--- config.mk ---
export PLATFORM = sky130hd
export DESIGN_NAME = sgdmac_wr_engine_flat
export DESIGN_NICKNAME = d
export VERILOG_FILES = /design/src/rtl/sgdmac_wr_engine_if.sv /design/src/rtl/sgdmac_wr_engine.sv /design/src/flat_wrapper.sv
export SDC_FILE = /design/constraint.sdc
export NUM_CORES = 1
export LEC_CHECK = 0
export CAP_MARGIN = 5
export CORE_MARGIN = 2
export CORE_UTILIZATION = 50
export CTS_BUF_LIST = sky130_fd_sc_hd__clkbuf_8
export DETAILED_ROUTE_END_ITERATION = 8
export PLACE_DENSITY = 0.83
export SYNTH_ARGS = -nofsm -noshare
export SYNTH_HDL_FRONTEND = slang
export SYNTH_SLANG_ARGS = --single-unit
export TNS_END_PERCENT = 30
--- constraint.sdc ---
create_clock -name clk -period 6.2 [get_ports clk]
set_input_delay 1.24 -clock clk [delete_from_list [all_inputs] [get_ports clk]]
set_output_delay 1.24 -clock clk [all_outputs]
set_load 0.02 [all_outputs]
--- src/rtl/sgdmac_wr_engine_if.sv ---
// Bundle between the SG-DMA write drain and its neighbours: command, FIFO read
// port and the AXI4 AW/W/B channels. master = engine side, slave = environment.
interface sgdmac_wr_engine_if #(
  parameter int ADDR_WIDTH = 32,
  parameter int DATA_WIDTH = 32,
  parameter int LEN_WIDTH  = 16,
  parameter int FIFO_DEPTH = 16
);
  localparam int CW = $clog2(FIFO_DEPTH) + 1;

  logic                    cmd_valid_i;
  logic                    cmd_ready_o;
  logic [ADDR_WIDTH-1:0]   cmd_addr_i;
  logic [LEN_WIDTH-1:0]    cmd_len_i;
  logic                    done_o;
  logic                    err_o;

  logic                    fifo_empty_i;
  logic [CW-1:0]           fifo_free_i;
  logic                    fifo_rden_o;
  logic [DATA_WIDTH-1:0]   fifo_rdata_i;

  logic [ADDR_WIDTH-1:0]   awaddr_o;
  logic [3:0]              awlen_o;
  logic [2:0]              awsize_o;
  logic [1:0]              awburst_o;
  logic                    awvalid_o;
  logic                    awready_i;

  logic [DATA_WIDTH-1:0]   wdata_o;
  logic [DATA_WIDTH/8-1:0] wstrb_o;
  logic                    wlast_o;
  logic                    wvalid_o;
  logic                    wready_i;

  logic [1:0]              bresp_i;
  logic                    bvalid_i;
  logic                    bready_o;

  modport master (
    input  cmd_valid_i, cmd_addr_i, cmd_len_i, fifo_empty_i, fifo_free_i, fifo_rdata_i,
           awready_i, wready_i, bresp_i, bvalid_i,
    output cmd_ready_o, done_o, err_o, fifo_rden_o, awaddr_o, awlen_o, awsize_o, awburst_o,
           awvalid_o, wdata_o, wstrb_o, wlast_o, wvalid_o, bready_o
  );

  modport slave (
    output cmd_valid_i, cmd_addr_i, cmd_len_i, fifo_empty_i, fifo_free_i, fifo_rdata_i,
           awready_i, wready_i, bresp_i, bvalid_i,
    input  cmd_ready_o, done_o, err_o, fifo_rden_o, awaddr_o, awlen_o, awsize_o, awburst_o,
           awvalid_o, wdata_o, wstrb_o, wlast_o, wvalid_o, bready_o
  );
endinterface

--- src/rtl/sgdmac_wr_engine.sv ---
// SG-DMA write drain: turns one (addr, len) command into AXI4 INCR bursts fed
// from a FWFT FIFO, one burst outstanding at a time, then pulses done/err.
module sgdmac_wr_engine #(
  parameter int ADDR_WIDTH = 32,
  parameter int DATA_WIDTH = 32,
  parameter int LEN_WIDTH  = 16,
  parameter int FIFO_DEPTH = 16,
  parameter int MAX_BURST  = 16
) (
  input  logic                clk,
  input  logic                rst,
  sgdmac_wr_engine_if.master  bus
);
  localparam int BYTES = DATA_WIDTH / 8;
  localparam int BSH   = $clog2(BYTES);
  localparam int CW    = $clog2(FIFO_DEPTH) + 1;
  localparam int BW    = (LEN_WIDTH > 13) ? LEN_WIDTH : 13;

  typedef enum logic [2:0] {IDLE, REQ, AW, W, B, DONE} state_e;

  state_e                state_q;
  logic [ADDR_WIDTH-1:0] addr_q, awaddr_q;
  logic [LEN_WIDTH-1:0]  rem_q;
  logic [4:0]            burst_q, cnt_q;
  logic [3:0]            awlen_q;
  logic                  err_q, errout_q, done_q, cmd_ready_q;
  logic                  awvalid_q, wvalid_q, wlast_q, bready_q;

  logic [12:0]           bnd_beats;
  logic [BW-1:0]         burst_d;
  logic [CW-1:0]         occ;
  logic                  err_d;
  logic [ADDR_WIDTH-1:0] addr_inc;
  logic [LEN_WIDTH-1:0]  cmd_beats;

  assign cmd_beats = bus.cmd_len_i >> BSH;
  assign bnd_beats = (13'd4096 - {1'b0, addr_q[11:0]}) >> BSH;
  assign occ       = CW'(FIFO_DEPTH) - bus.fifo_free_i;
  assign err_d     = err_q | (bus.bresp_i != 2'b00);
  assign addr_inc  = ADDR_WIDTH'(burst_q) << BSH;

  // Burst never crosses a 4 KB page and never exceeds what is left.
  always_comb begin
    burst_d = BW'(rem_q);
    if (burst_d > BW'(MAX_BURST)) burst_d = BW'(MAX_BURST);
    if (burst_d > BW'(bnd_beats)) burst_d = BW'(bnd_beats);
  end

  always_ff @(posedge clk) begin
    if (rst) begin
      state_q     <= IDLE;
      addr_q      <= '0;
      awaddr_q    <= '0;
      rem_q       <= '0;
      burst_q     <= '0;
      cnt_q       <= '0;
      awlen_q     <= '0;
      err_q       <= 1'b0;
      errout_q    <= 1'b0;
      done_q      <= 1'b0;
      cmd_ready_q <= 1'b1;
      awvalid_q   <= 1'b0;
      wvalid_q    <= 1'b0;
      wlast_q     <= 1'b0;
      bready_q    <= 1'b0;
    end else begin
      case (state_q)
        IDLE: if (bus.cmd_valid_i) begin
          addr_q      <= bus.cmd_addr_i;
          rem_q       <= cmd_beats;
          err_q       <= 1'b0;
          cmd_ready_q <= 1'b0;
          if (cmd_beats == '0) begin
            done_q   <= 1'b1;
            errout_q <= 1'b0;
            state_q  <= DONE;
          end else begin
            state_q  <= REQ;
          end
        end
        // Launch only once the whole burst sits in the FIFO, so W never starves.
        REQ: if (BW'(occ) >= burst_d) begin
          awaddr_q  <= addr_q;
          awlen_q   <= 4'(burst_d - 1'b1);
          burst_q   <= 5'(burst_d);
          cnt_q     <= 5'(burst_d);
          awvalid_q <= 1'b1;
          state_q   <= AW;
        end
        AW: if (bus.awready_i) begin
          awvalid_q <= 1'b0;
          wvalid_q  <= 1'b1;
          wlast_q   <= (cnt_q == 5'd1);
          state_q   <= W;
        end
        W: if (bus.wready_i) begin
          cnt_q   <= cnt_q - 5'd1;
          wlast_q <= (cnt_q == 5'd2);
          if (wlast_q) begin
            wvalid_q <= 1'b0;
            wlast_q  <= 1'b0;
            bready_q <= 1'b1;
            state_q  <= B;
          end
        end
        B: if (bus.bvalid_i) begin
          bready_q <= 1'b0;
          err_q    <= err_d;
          addr_q   <= addr_q + addr_inc;
          rem_q    <= rem_q - LEN_WIDTH'(burst_q);
          if (rem_q == LEN_WIDTH'(burst_q)) begin
            done_q   <= 1'b1;
            errout_q <= err_d;
            state_q  <= DONE;
          end else begin
            state_q  <= REQ;
          end
        end
        DONE: begin
          done_q      <= 1'b0;
          errout_q    <= 1'b0;
          cmd_ready_q <= 1'b1;
          state_q     <= IDLE;
        end
        default: state_q <= IDLE;
      endcase
    end
  end

  assign bus.cmd_ready_o = cmd_ready_q;
  assign bus.done_o      = done_q;
  assign bus.err_o       = errout_q;
  assign bus.awaddr_o    = awaddr_q;
  assign bus.awlen_o     = awlen_q;
  assign bus.awsize_o    = 3'(BSH);
  assign bus.awburst_o   = 2'b01;
  assign bus.awvalid_o   = awvalid_q;
  assign bus.wdata_o     = bus.fifo_rdata_i;
  assign bus.wstrb_o     = '1;
  assign bus.wlast_o     = wlast_q;
  assign bus.wvalid_o    = wvalid_q;
  assign bus.bready_o    = bready_q;
  assign bus.fifo_rden_o = wvalid_q & bus.wready_i;

  // A starved W beat means the REQ occupancy gate is broken.
  a_w_not_starved: assert property (@(posedge clk) disable iff (rst)
    !(bus.wvalid_o && bus.fifo_empty_i));
endmodule
--- src/flat_wrapper.sv ---
// flat-port wrapper written by rule: the top's interface ports become plain ports
module sgdmac_wr_engine_flat 
#(
  parameter int ADDR_WIDTH = 32,
  parameter int DATA_WIDTH = 32,
  parameter int LEN_WIDTH  = 16,
  parameter int FIFO_DEPTH = 16,
  parameter int MAX_BURST  = 16
)
  (clk, rst, bus_cmd_valid_i, bus_cmd_addr_i, bus_cmd_len_i, bus_fifo_empty_i, bus_fifo_free_i, bus_fifo_rdata_i, bus_awready_i, bus_wready_i, bus_bresp_i, bus_bvalid_i, bus_cmd_ready_o, bus_done_o, bus_err_o, bus_fifo_rden_o, bus_awaddr_o, bus_awlen_o, bus_awsize_o, bus_awburst_o, bus_awvalid_o, bus_wdata_o, bus_wstrb_o, bus_wlast_o, bus_wvalid_o, bus_bready_o);
  sgdmac_wr_engine_if #(.ADDR_WIDTH(ADDR_WIDTH), .DATA_WIDTH(DATA_WIDTH), .LEN_WIDTH(LEN_WIDTH), .FIFO_DEPTH(FIFO_DEPTH)) bus_i ();
  input  logic clk;
  input  logic rst;
  input wire logic [$bits(bus_i.cmd_valid_i)-1:0] bus_cmd_valid_i;
  input wire logic [$bits(bus_i.cmd_addr_i)-1:0] bus_cmd_addr_i;
  input wire logic [$bits(bus_i.cmd_len_i)-1:0] bus_cmd_len_i;
  input wire logic [$bits(bus_i.fifo_empty_i)-1:0] bus_fifo_empty_i;
  input wire logic [$bits(bus_i.fifo_free_i)-1:0] bus_fifo_free_i;
  input wire logic [$bits(bus_i.fifo_rdata_i)-1:0] bus_fifo_rdata_i;
  input wire logic [$bits(bus_i.awready_i)-1:0] bus_awready_i;
  input wire logic [$bits(bus_i.wready_i)-1:0] bus_wready_i;
  input wire logic [$bits(bus_i.bresp_i)-1:0] bus_bresp_i;
  input wire logic [$bits(bus_i.bvalid_i)-1:0] bus_bvalid_i;
  output wire logic [$bits(bus_i.cmd_ready_o)-1:0] bus_cmd_ready_o;
  output wire logic [$bits(bus_i.done_o)-1:0] bus_done_o;
  output wire logic [$bits(bus_i.err_o)-1:0] bus_err_o;
  output wire logic [$bits(bus_i.fifo_rden_o)-1:0] bus_fifo_rden_o;
  output wire logic [$bits(bus_i.awaddr_o)-1:0] bus_awaddr_o;
  output wire logic [$bits(bus_i.awlen_o)-1:0] bus_awlen_o;
  output wire logic [$bits(bus_i.awsize_o)-1:0] bus_awsize_o;
  output wire logic [$bits(bus_i.awburst_o)-1:0] bus_awburst_o;
  output wire logic [$bits(bus_i.awvalid_o)-1:0] bus_awvalid_o;
  output wire logic [$bits(bus_i.wdata_o)-1:0] bus_wdata_o;
  output wire logic [$bits(bus_i.wstrb_o)-1:0] bus_wstrb_o;
  output wire logic [$bits(bus_i.wlast_o)-1:0] bus_wlast_o;
  output wire logic [$bits(bus_i.wvalid_o)-1:0] bus_wvalid_o;
  output wire logic [$bits(bus_i.bready_o)-1:0] bus_bready_o;
  assign bus_i.cmd_valid_i = bus_cmd_valid_i;
  assign bus_i.cmd_addr_i = bus_cmd_addr_i;
  assign bus_i.cmd_len_i = bus_cmd_len_i;
  assign bus_i.fifo_empty_i = bus_fifo_empty_i;
  assign bus_i.fifo_free_i = bus_fifo_free_i;
  assign bus_i.fifo_rdata_i = bus_fifo_rdata_i;
  assign bus_i.awready_i = bus_awready_i;
  assign bus_i.wready_i = bus_wready_i;
  assign bus_i.bresp_i = bus_bresp_i;
  assign bus_i.bvalid_i = bus_bvalid_i;
  assign bus_cmd_ready_o = bus_i.cmd_ready_o;
  assign bus_done_o = bus_i.done_o;
  assign bus_err_o = bus_i.err_o;
  assign bus_fifo_rden_o = bus_i.fifo_rden_o;
  assign bus_awaddr_o = bus_i.awaddr_o;
  assign bus_awlen_o = bus_i.awlen_o;
  assign bus_awsize_o = bus_i.awsize_o;
  assign bus_awburst_o = bus_i.awburst_o;
  assign bus_awvalid_o = bus_i.awvalid_o;
  assign bus_wdata_o = bus_i.wdata_o;
  assign bus_wstrb_o = bus_i.wstrb_o;
  assign bus_wlast_o = bus_i.wlast_o;
  assign bus_wvalid_o = bus_i.wvalid_o;
  assign bus_bready_o = bus_i.bready_o;
  sgdmac_wr_engine #(.ADDR_WIDTH(ADDR_WIDTH), .DATA_WIDTH(DATA_WIDTH), .LEN_WIDTH(LEN_WIDTH), .FIFO_DEPTH(FIFO_DEPTH), .MAX_BURST(MAX_BURST)) u_core (.clk(clk), .rst(rst), .bus(bus_i));
endmodule
==> impl_metrics.toml <==
[setup_path]
cpPeakStageDelay_ns = 0.50
cp_top_family = "simple AND/OR/NAND/NOR gates"
required_ns = 6.42
r2r_end = "u_core.bus.awaddr_o[7]"
path_cells = "or3_1 > nor4_2 > and2b_1 > inv_2 > or3_1 > nor3_1 > nand2_1 > ha_1 > nand3_1 > nor3_1 > a21oi_1 > nand2_1 > nand3_1 > o21a_1 > inv_1 > ha_1 > nand2b_1 > a21oi_1 > a221oi_1 > o2111ai_2 > a21oi_4 > buf_4 > mux2i_1 > nor2_1"
rr_worst_depth = 24
reg2reg_slack_ns = 0.55
crit_type = "flip-flop to flip-flop"
crit_fanout = 13
crit_buf_inv = 3
endpoint_kind = "flip-flop"
startpoint_type = "flip-flop"
cp.arrival_ns = 5.88
cpMaxStageDelayCell = "or3_1"
r2r_start = "u_core.addr_q[0]"

[clock_tree]
cts.sinks = 105
htree_levels = 3
cts.clk_slew.worst_paths_ns = 0.10
cts_tree = "yes"
cts_setup_buffers = 0
cts_max_path_buffers = 2
numCtsBuffers = 9
postCtsHoldBufs = 0
post_cts_resized = 0
cts-root-buf = "clkbuf_8"
clk_latency_ns = 0.39

[sta]
fin_skew_ns = 0.01371
final-setup-viol-count = 0
final-hold-violation-count = 0
period_needed_ns = 5.655
fmax_mhz = 176.9
layout_setup_ws_ns = 0.5455
holdWs_ns = 0.4764
fin_setup_tns_ns = 0
rsz0062_at_grt = "no"
slew_viol_final = 0
worst_slew_pin_slew_ns = 1.106
fin_crit_sh_pct = 91.20
slew_headroom_pct = 26.29

[global_routing]
overflow = 0
met1_usage_pct = 30.27
grt_pass1_wl_mm = 24.74
use_met3_pct = 5.664
grt_max_degree = 106
antenna_found_initial = 0
grt_pass1_vias = 5098
track_usage_pct = 22.73
busiest_layer = "met2"
use_met2_pct = 37.19

[logic_synthesis]
synth_flop_cell = "dfxtp_1"
syn_inst = 813
synth_xor_area_share_pct = 2.063
avgSynthCellArea_um2 = 7.833
synth_top_family_by_area = "simple AND/OR/NAND/NOR gates"
synthMuxAreaShare_pct = 5.972
async_flop_share_pct = 0
ys.warnings.count = 0
synth-seq-cells = 105
synth_seq_area_share_pct = 33.01
synthAdderAreaFrac_pct = 6.523
synth_edf_count = 0
synth_cell_types = 60
synth-compound-area-share_pct = 19.57
yosys.area_share.simple_pct = 22.91
synth_area_um2 = 6369

[cells_and_area]
fin_nets = 985
final_area_um2 = 7406
area_delta_synth_final_pct = 16.29
mostFrequentLayoutCell = "dfxtp_1"
stdcell_count = 1036
drive_above_1_share_pct = 4.514
layout_common_cells = "dfxtp_1 (105), nor2_1 (104), clkdlybuf4s50_1 (101)"
antenna_cells = 0

[route]
ant_nets = 0
wl_mm = 15.39
drtPass1Iterations = 5
post_drt_wl_per_cell_um = 14.86
drt_iter0_drc = 428
drc = 0
vias = 5805
vias_per_cell = 5.603

[power]
ir_drop_uv = 185.4
swShare_pct = 43.70
p_leak_nw = 2.772
pwr-share-comb_pct = 51.8
p_seq_share_pct = 34.7
pwr-share-clk_pct = 13.5
p_sw_w = 0.001268
power_density_nw_per_um2 = 391.7
p_int_w = 0.001633

[min_path]
min_to = "u_core.bus.bready_o"
hp-start = "u_core.bus.bready_o"
hold_depth = 2
hp-class = "flip-flop to flip-flop"

[floorplan]
die_x_um = 116.9
die_h_um = 116.9
num_rows = 41
dieArea_um2 = 13660
start_util_pct = 50.88
core_area_um2 = 12520
num_io_pins = 179

[placement]
dp.cells = 1020
pre_cts_ws_ns = 0.5969
dp_hpwl_mm = 10.88
portBuffers = 102
place_area_um2 = 7236
routabilityCongestion = 0.8994

[flow_run]
cap_violations = 0

[run_status]
outcome = "completed"
-- worst reg2reg max path, cell delays in order, from the launching register on --
cell       delay [ns]
dfxtp_1          0.35
or3_1            0.50
nor4_2           0.26
and2b_1          0.26
inv_2            0.05
or3_1            0.37
nor3_1           0.29
nand2_1          0.11
ha_1             0.30
nand3_1          0.12
nor3_1           0.06
a21oi_1          0.27
nand2_1          0.13
nand3_1          0.10
o21a_1           0.24
inv_1            0.07
ha_1             0.26
nand2b_1         0.09
a21oi_1          0.09
a221oi_1         0.29
o2111ai_2        0.25
a21oi_4          0.41
buf_4            0.33
mux2i_1          0.22
nor2_1           0.07
-- cells by family (layout without fill, tap and decap cells) --
logic type      Yosys count  in the layout
flops                   105            105
compound gates          193            193
fa+ha+maj                32             32
simple gates            307            307
buf+inv                 121            159
other cells               2             15
xor+xnor                 15             15
mux                      38             38
-- worst max-delay path by stage --
stage | to | cells after the start | start | slack [ns]
after floorplan | u_core.cnt_q[2] | 26 | u_core.addr_q[0] | 1.23
after global placement | u_core.bus.awaddr_o[14] | 24 | u_core.addr_q[0] | 0.70
after detailed placement | u_core.bus.awaddr_o[7] | 24 | u_core.addr_q[0] | 0.60
after CTS | u_core.bus.awaddr_o[7] | 24 | u_core.addr_q[0] | 0.55
after global routing | u_core.bus.awaddr_o[7] | 24 | u_core.addr_q[0] | 0.11
final | u_core.bus.awaddr_o[7] | 24 | u_core.addr_q[0] | 0.55
-- per-layer routing --
| metal | vias to the layer above | part of all wire (%) |
|---|---|---|
| met5 | - | 0 |
| met4 | 0 | 0.93 |
| met3 | 14 | 5.9 |
| met2 | 150 | 47 |
| met1 | 2716 | 46 |
| li1 | 2925 | - |
-- through the flow --
step                      utilization [%]  power, W
after floorplan                         -  0.002115
after global placement              57.81  0.002470
after detailed placement            57.81  0.002503
after CTS                           59.17  0.002903
after global routing                59.17  0.003146
final                               59.17  0.002901
-- cell usage after synthesis, types with 8 or more instances --
cell      count  area, um^2
ha_1         30       375.4
nand2_1      64       240.2
nor3_1       30       150.1
o22ai_1      10       62.56
buf_4        46       345.3
clkbuf_1     42       157.7
nor2_1      104       390.4
nand4_1       9       56.30
nor2b_1      10       62.56
o31ai_1       8       60.06
dfxtp_1     105        2102
and3_1       11       68.82
inv_1        30       112.6
mux2i_1      38       380.4
nand2b_1     12       75.07
nand3_1      25       125.1
a211oi_1     31       232.7
nor4_1       15       93.84
a21oi_1      53       265.3
xor2_1        8       70.07
o21ai_0      39       195.2
-- power by group through the flow --
stage          clock, W  sequential [W]  combinational [W]
2_1_floorplan         0         0.00101            0.00111
3_3_place_gp          0         0.00101            0.00146
3_5_place_dp          0         0.00102            0.00149
4_1_cts        0.000400         0.00100            0.00150
5_1_grt        0.000425         0.00103            0.00169
6_report       0.000391         0.00101            0.00150
-- cell type report --
class                           instances  area, um^2
Inverter                               31       116.4
Fill cell                            1166        5111
Timing Repair Buffer                  112        1106
Tap cell                              172       215.2
Multi-Input combinational cell        600        3696
Clock buffer                            9       123.9
Sequential cell                       105        2102
Clock inverter                          7       46.29
-- registers in the layout, indices dropped and copies added, names as in the netlist --
name / flops
u_core.bus.awvalid_o: 1
u_core.bus.awaddr_o: 32
u_core.bus.cmd_ready_o: 1
u_core.bus.awlen_o: 4
u_core.bus.wvalid_o: 1
u_core.err_q: 1
u_core.cnt_q: 5
u_core.bus.err_o: 1
u_core.bus.bready_o: 1
u_core.bus.done_o: 1
u_core.burst_q: 5
u_core.bus.wlast_o: 1
u_core.rem_q: 16
u_core.addr_q: 32
u_core.state_q: 3
Note: power is estimated with default switching activity, not from simulation.
